--- config.mk ---
export PLATFORM = sky130hd
export DESIGN_NAME = imem_fetch_arbiter
export DESIGN_NICKNAME = d
export VERILOG_FILES = /design/src/rtl/imem_arb_pkg.sv /design/src/rtl/imem_addr_check.sv /design/src/rtl/imem_fetch_arbiter.sv
export SDC_FILE = /design/constraint.sdc
export NUM_CORES = 1
export LEC_CHECK = 0
export CAP_MARGIN = 20
export CELL_PAD_IN_SITES_DETAIL_PLACEMENT = 1
export CELL_PAD_IN_SITES_GLOBAL_PLACEMENT = 2
export CORE_ASPECT_RATIO = 0.6
export CORE_MARGIN = 2
export CORE_UTILIZATION = 21
export DETAILED_ROUTE_END_ITERATION = 6
export GPL_ROUTABILITY_DRIVEN = 0
export GPL_TIMING_DRIVEN = 0
export PLACE_DENSITY = 0.85
export SLEW_MARGIN = 20
export SYNTH_ARGS = -nofsm -noshare
export SYNTH_HDL_FRONTEND = slang
export SYNTH_SLANG_ARGS = --single-unit
--- constraint.sdc ---
create_clock -name clk -period 6 [get_ports clk]
set_input_delay 1.5 -clock clk [delete_from_list [all_inputs] [get_ports clk]]
set_output_delay 1.5 -clock clk [all_outputs]
set_load 0.02 [all_outputs]
--- src/rtl/imem_arb_pkg.sv ---
`default_nettype none
// ============================================================================
// Module      : imem_arb_pkg
// Description : Shared types and constants for the instruction-memory fetch
//               arbiter. It holds the run/halt state encoding, the port
//               identifiers and the memory word size.
// Revision    : 1.0 - initial release
// ============================================================================
package imem_arb_pkg;

    typedef enum logic [1:0] {
        RUN       = 2'd0,
        HALT_PEND = 2'd1,
        HALTED    = 2'd2
    } arb_state_e;

    typedef enum logic {
        PORT_F = 1'b0,
        PORT_D = 1'b1
    } port_e;

    localparam int WORD_BYTES = 4;

endpackage : imem_arb_pkg
`default_nettype wire

--- src/rtl/imem_addr_check.sv ---
`default_nettype none
// ============================================================================
// Module      : imem_addr_check
// Description : Decides whether a byte address names a whole, word-aligned
//               instruction word inside the memory. The compare is a plain
//               32-bit unsigned compare, so addresses near 2^32 cannot wrap
//               around into the legal range.
// Ports       : addr  in  32  byte address to check
//               legal out 1   1 = aligned and addr+3 < MEM_BYTES
// Parameters  : MEM_BYTES - memory capacity in bytes
// Revision    : 1.0 - initial release
// ============================================================================
module imem_addr_check
    import imem_arb_pkg::*;
#(
    parameter int MEM_BYTES = 128
) (
    input  logic [31:0] addr,
    output logic        legal
);

    // Highest byte address at which a full word still fits.
    localparam logic [31:0] LAST_WORD = 32'(MEM_BYTES - WORD_BYTES);

    assign legal = (addr[1:0] == 2'b00) && (addr <= LAST_WORD);

endmodule : imem_addr_check
`default_nettype wire

--- src/rtl/imem_fetch_arbiter.sv ---
`default_nettype none
// ============================================================================
// Module      : imem_fetch_arbiter
// Description : Shares the single combinational read port of the instruction
//               memory between the fetch unit (F) and the debug/boot port (D).
//               At most one access is granted per cycle and every response is
//               registered. Illegal addresses are answered with an error and
//               never reach the memory. A run/halt FSM lets debug stop fetch
//               traffic cleanly.
// Ports       : clk, rst_n (synchronous, active low)
//               f_req/f_addr -> f_gnt, f_rvalid/f_rdata/f_err   fetch port
//               d_req/d_addr -> d_gnt, d_rvalid/d_rdata/d_err   debug port
//               dbg_halt -> halted                              halt control
//               imem_req/imem_addr -> imem_data                 memory port
// Parameters  : MEM_BYTES    - memory capacity in bytes
//               STARVE_LIMIT - F grants allowed while D waits before D is
//                              forced (fixed-priority build only, >= 1)
// Config      : IMEM_ARB_RR_EN - when defined, round-robin arbitration
//               replaces fixed priority F>D and the starve counter.
// Revision    : 1.0 - initial release
// ============================================================================
module imem_fetch_arbiter
    import imem_arb_pkg::*;
#(
    parameter int MEM_BYTES    = 128,
    parameter int STARVE_LIMIT = 4
) (
    input  logic        clk,
    input  logic        rst_n,
    input  logic        f_req,
    input  logic [31:0] f_addr,
    output logic        f_gnt,
    output logic        f_rvalid,
    output logic [31:0] f_rdata,
    output logic        f_err,
    input  logic        d_req,
    input  logic [31:0] d_addr,
    output logic        d_gnt,
    output logic        d_rvalid,
    output logic [31:0] d_rdata,
    output logic        d_err,
    input  logic        dbg_halt,
    output logic        halted,
    output logic        imem_req,
    output logic [31:0] imem_addr,
    input  logic [31:0] imem_data
);

    arb_state_e  state;
    arb_state_e  state_next;

    logic        f_elig;
    logic        d_elig;
    logic        gnt_f;
    logic        gnt_d;
    logic [31:0] sel_addr;
    logic        addr_legal;

    logic        f_rvalid_q;
    logic        f_err_q;
    logic [31:0] f_rdata_q;
    logic        d_rvalid_q;
    logic        d_err_q;
    logic [31:0] d_rdata_q;

    // Everything is qualified by rst_n so that outputs read as zero for the
    // whole reset window, including its first cycle, and a response whose
    // grant was followed by reset is never presented.
    // F stops in the very cycle dbg_halt is seen, before the FSM moves.
    assign f_elig = rst_n && f_req && (state == RUN) && !dbg_halt;
    assign d_elig = rst_n && d_req;

`ifdef IMEM_ARB_RR_EN
    // rr_ptr names the port that wins the next contested cycle; it flips to
    // the other port on every grant.
    port_e rr_ptr;

    always_comb begin
        gnt_f = 1'b0;
        gnt_d = 1'b0;
        if (f_elig && d_elig) begin
            gnt_f = (rr_ptr == PORT_F);
            gnt_d = (rr_ptr == PORT_D);
        end else begin
            gnt_f = f_elig;
            gnt_d = d_elig;
        end
    end

    always_ff @(posedge clk) begin
        if (!rst_n) begin
            rr_ptr <= PORT_F;
        end else if (gnt_f) begin
            rr_ptr <= PORT_D;
        end else if (gnt_d) begin
            rr_ptr <= PORT_F;
        end
    end
`else
    localparam int               CNT_W   = $clog2(STARVE_LIMIT + 1);
    localparam logic [CNT_W-1:0] CNT_MAX = CNT_W'(STARVE_LIMIT);

    logic [CNT_W-1:0] starve_cnt;
    logic             starved;

    // Once D has watched STARVE_LIMIT fetch grants go by, it overrides F.
    assign starved = d_elig && (starve_cnt == CNT_MAX);

    always_comb begin
        gnt_f = f_elig && !starved;
        gnt_d = d_elig && (!f_elig || starved);
    end

    always_ff @(posedge clk) begin
        if (!rst_n) begin
            starve_cnt <= '0;
        end else if (!d_req || gnt_d) begin
            starve_cnt <= '0;
        end else if (gnt_f && (starve_cnt != CNT_MAX)) begin
            starve_cnt <= starve_cnt + 1'b1;
        end
    end
`endif

    assign f_gnt = gnt_f;
    assign d_gnt = gnt_d;

    // One checker on the muxed address serves whichever port was granted.
    assign sel_addr = gnt_d ? d_addr : f_addr;

    imem_addr_check #(
        .MEM_BYTES (MEM_BYTES)
    ) u_addr_check (
        .addr  (sel_addr),
        .legal (addr_legal)
    );

    assign imem_req  = (gnt_f || gnt_d) && addr_legal;
    assign imem_addr = imem_req ? sel_addr : 32'd0;

    // Response registers: rdata/err stay zero except in a response cycle.
    always_ff @(posedge clk) begin
        if (!rst_n) begin
            f_rvalid_q <= 1'b0;
            f_err_q    <= 1'b0;
            f_rdata_q  <= '0;
            d_rvalid_q <= 1'b0;
            d_err_q    <= 1'b0;
            d_rdata_q  <= '0;
        end else begin
            f_rvalid_q <= gnt_f;
            f_err_q    <= gnt_f && !addr_legal;
            f_rdata_q  <= (gnt_f && addr_legal) ? imem_data : 32'd0;
            d_rvalid_q <= gnt_d;
            d_err_q    <= gnt_d && !addr_legal;
            d_rdata_q  <= (gnt_d && addr_legal) ? imem_data : 32'd0;
        end
    end

    assign f_rvalid = rst_n && f_rvalid_q;
    assign f_err    = rst_n && f_err_q;
    assign f_rdata  = rst_n ? f_rdata_q : 32'd0;
    assign d_rvalid = rst_n && d_rvalid_q;
    assign d_err    = rst_n && d_err_q;
    assign d_rdata  = rst_n ? d_rdata_q : 32'd0;

    // Run/halt FSM.
    always_ff @(posedge clk) begin
        if (!rst_n) begin
            state <= RUN;
        end else begin
            state <= state_next;
        end
    end

    // No F grant is possible outside RUN, so the only thing HALT_PEND can be
    // waiting for is the response of the last RUN-cycle grant.
    always_comb begin
        state_next = state;
        case (state)
            RUN: begin
                if (dbg_halt) begin
                    state_next = HALT_PEND;
                end
            end
            HALT_PEND: begin
                if (!dbg_halt) begin
                    state_next = RUN;
                end else if (!f_rvalid_q) begin
                    state_next = HALTED;
                end
            end
            HALTED: begin
                if (!dbg_halt) begin
                    state_next = RUN;
                end
            end
            default: state_next = RUN;
        endcase
    end

    assign halted = rst_n && (state == HALTED);

endmodule : imem_fetch_arbiter
`default_nettype wire

==> flow_metrics.py <==
metrics = {
    "outcome": {
        "status": "completed",
    },
    "cells_and_area": {
        "area_delta_synth_final_pct": 77.4,
        "drive_gt1_share_pct": 11.1,
        "layout_commonest_cell": "clkdlybuf4s50_1",
        "nNetsFinal": 667,
        "n_fill_cell": 1710,
        "antenna_cells": 0,
        "multi_input_area_sq_um": 1450,
        "final-seq-area_sq_um": 1460,
        "layout_common_cells": "177 x clkdlybuf4s50_1, 101 x and2_1, 73 x dfxtp_1",
        "stdcell_count": 767,
    },
    "hold_path": {
        "hp-start": "starve_cnt[0]$_SDFFE_PP0P_",
        "hold_end": "starve_cnt[0]$_SDFFE_PP0P_",
        "hold_depth": 1,
        "hp-class": "register to register",
    },
    "critical_path": {
        "required_ns": 4.50,
        "start_kind": "input port",
        "end_kind": "output port",
        "critical_path_arrival_ns": 4.19,
        "reg2reg_to": "d_rdata_q[0]$_SDFF_PN0_",
        "cp_max_fo": 10,
        "r2r_slack_ns": 3.81,
        "reg2reg_depth": 8,
        "r2r-start": "starve_cnt[0]$_SDFFE_PP0P_",
        "critPathKind": "input port to output port",
    },
    "detailed_routing": {
        "post_drt_wl_per_cell_microns": 15.0,
        "drt_wl_total_microns": 11500,
        "via_count": 3013,
        "first_pass_iters": 4,
        "ant_nets": 0,
        "viasPerCell": 3.93,
        "drtIter0Drc": 42,
        "drc_errors": 0,
        "wl_met2_microns": 5140,
        "wl_met1_microns": 5560,
        "dr.max_layer_used": "met4",
        "wl_met3_microns": 745,
    },
    "logic_synthesis": {
        "yosys.area.top_type": "dfxtp_1",
        "synth_top_area_share_pct": 46.4,
        "avgSynthCellArea_sq_um": 9.00,
        "synthCells": 350,
        "yosysUniqueCellTypes": 29,
        "yosys_warnings": 0,
        "ys_seq_area_share_pct": 46.4,
        "synth.area.top_cells": "dfxtp_1 46%, and2_1 20%, buf_4 6.4%",
        "synth.ff_latch_count": 73,
        "netlist_area_sq_um": 3150,
    },
    "sta": {
        "fin_crit_ns": 5.69,
        "finalSetupTns_ns": 0,
        "fin_ws_ns": 0.313,
        "worst_pin_slew_ns": 0.693,
        "rsz0062_at_grt": "false",
        "slew_headroom_pct": 53.8,
        "maxSlewViolCount": 0,
        "fmax_mhz": 176,
        "fin_crit_sh_pct": 94.8,
        "finalSetupViolCount": 0,
        "fin_worst_skew_ns": 0.00790,
        "final_hold_viol_count": 0,
    },
    "power_and_ir_drop": {
        "powerDensity_nw_per_um2": 215,
        "design_power_total_mw": 1.20,
        "irDropWorstVdd_mv": 0.140,
        "p_leak_nw": 2.16,
    },
    "cts": {
        "path_clk_slew_ns": 0.06,
        "clkLatencyLatePin_ns": 0.33,
        "cts_resized": 0,
        "clock-sinks": 73,
        "htree_levels": 3,
        "root_buffer": "clkbuf_16",
        "post_cts_buffers": 0,
        "ctsHoldBuffers": 0,
        "numCtsBuffers": 9,
        "cts_max_path_buffers": 2,
        "cts_tree": "built",
    },
    "die": {
        "num_io_pins": 205,
        "start_util_pct": 21.6,
        "die_height_microns": 98.9,
        "fp.dieW_microns": 162,
        "fp-row-count": 34,
        "die_area_sq_um": 16000,
        "core_sq_um": 14600,
    },
    "placement": {
        "detailedPlace.worstSlack_ns": 0.269,
        "placed_cells": 751,
        "io_buffers": 177,
        "dp_hpwl_microns": 9380,
    },
    "grt": {
        "grt_max_degree": 14,
        "grt_pass1_vias": 3254,
        "antenna_found_initial": 0,
        "grt_pass1_wl_microns": 17900,
        "gr-total-overflow": 0,
        "grt_use_total_pct": 14.6,
    },
    "job": {
        "maxCapViolCount": 0,
    },
}
==> power by group <==
part | total (mW) | internal (mW) | switching, mW
logic | 0.136 | 0.0813 | 0.0549
clock network | 0.575 | 0.366 | 0.209
registers | 0.488 | 0.487 | 0.00124
==> synthesized netlist by cell type <==
library cell / count
o211a_1: 2
nor2_1: 4
nor3_1: 3
conb_1: 1
nand4_1: 2
clkbuf_1: 16
buf_2: 5
and2_1: 101
buf_4: 27
xnor2_1: 1
nand3_1: 2
or3_4: 1
nor4b_4: 1
nor4_1: 12
nand2_1: 35
and3_1: 3
buf_6: 2
ha_1: 2
dfxtp_1: 73
a21oi_2: 10
a21oi_1: 26
a211oi_1: 5
inv_4: 1
a31o_4: 1
nand2b_1: 2
nor2b_1: 1
and4_1: 1
mux2i_1: 5
inv_1: 5
==> how the worst max path moves through the flow <==
stage / startpoint / endpoint / slack, ns / cells after the start
final: rst_n / imem_req / 0.31 / 10
after global routing: rst_n / imem_req / 0.15 / 10
after CTS: rst_n / imem_req / 0.27 / 10
after detailed placement: rst_n / imem_req / 0.27 / 10
after global placement: rst_n / imem_req / 0.33 / 10
after floorplan: dbg_halt / imem_addr[2] / 1.31 / 6
==> per-stage QoR <==
| stage | hold slack (ns) | util (%) | instance area (sq um) |
|---|---|---|---|
| global route | 0.489 | 38.3 | 5590 |
| finish | 0.456 | 38.3 | 5590 |
| CTS | 0.459 | 38.3 | 5590 |
| global placement | 0.428 | 36.1 | 5270 |
| detailed placement | 0.443 | 36.1 | 5270 |
| floorplan | 0.417 | - | 3250 |
==> registers in the layout, indices dropped and copies added, names as in the netlist <==
signal,flops
state,2
f_rvalid_q,1
f_err_q,1
starve_cnt,3
f_rdata_q,32
d_rdata_q,32
d_err_q,1
d_rvalid_q,1
==> per-layer routing <==
layer | track usage [%] | up-vias
met4 | 2.93 | 0
li1 | - | 1504
met5 | 0 | -
met2 | 23.1 | 86
met3 | 4.92 | 7
met1 | 19.6 | 1416
==> area by class of cell <==
class,count,share of cell area (%)
Tap cell,198,4.44
Sequential cell,73,26.2
Multi-Input combinational cell,247,26.0
Clock buffer,10,4.10
Buffer,50,5.56
Timing Repair Buffer,177,31.7
Clock inverter,6,1.61
Inverter,6,0.448
==> kinds of logic (layout without fill, tap and decap cells) <==
kind of cell / count (synthesis) / count (layout) / share of synthesized area [%]
AOI/OAI and AO/OA: 44 / 44 / 9.30
xor gates and xnor gates: 1 / 1 / 0.278
adders and majority gates: 2 / 2 / 0.794
buffers and inverters: 56 / 249 / 10.6
DFF: 73 / 73 / 46.4
muxes: 5 / 5 / 1.59
other: 1 / 27 / 0.119
and+or+nand+nor: 168 / 168 / 30.9
==> worst max-delay path, cell delays in order <==
cell	delay, ns
clkdlybuf4s50_1	0.47
buf_2	0.25
nand2_1	0.14
a31o_4	0.26
inv_4	0.12
nand3_1	0.16
buf_2	0.24
buf_2	0.25
a21oi_2	0.14
clkdlybuf4s50_1	0.64
No activity file was read; power rests on OpenSTA's default activity.
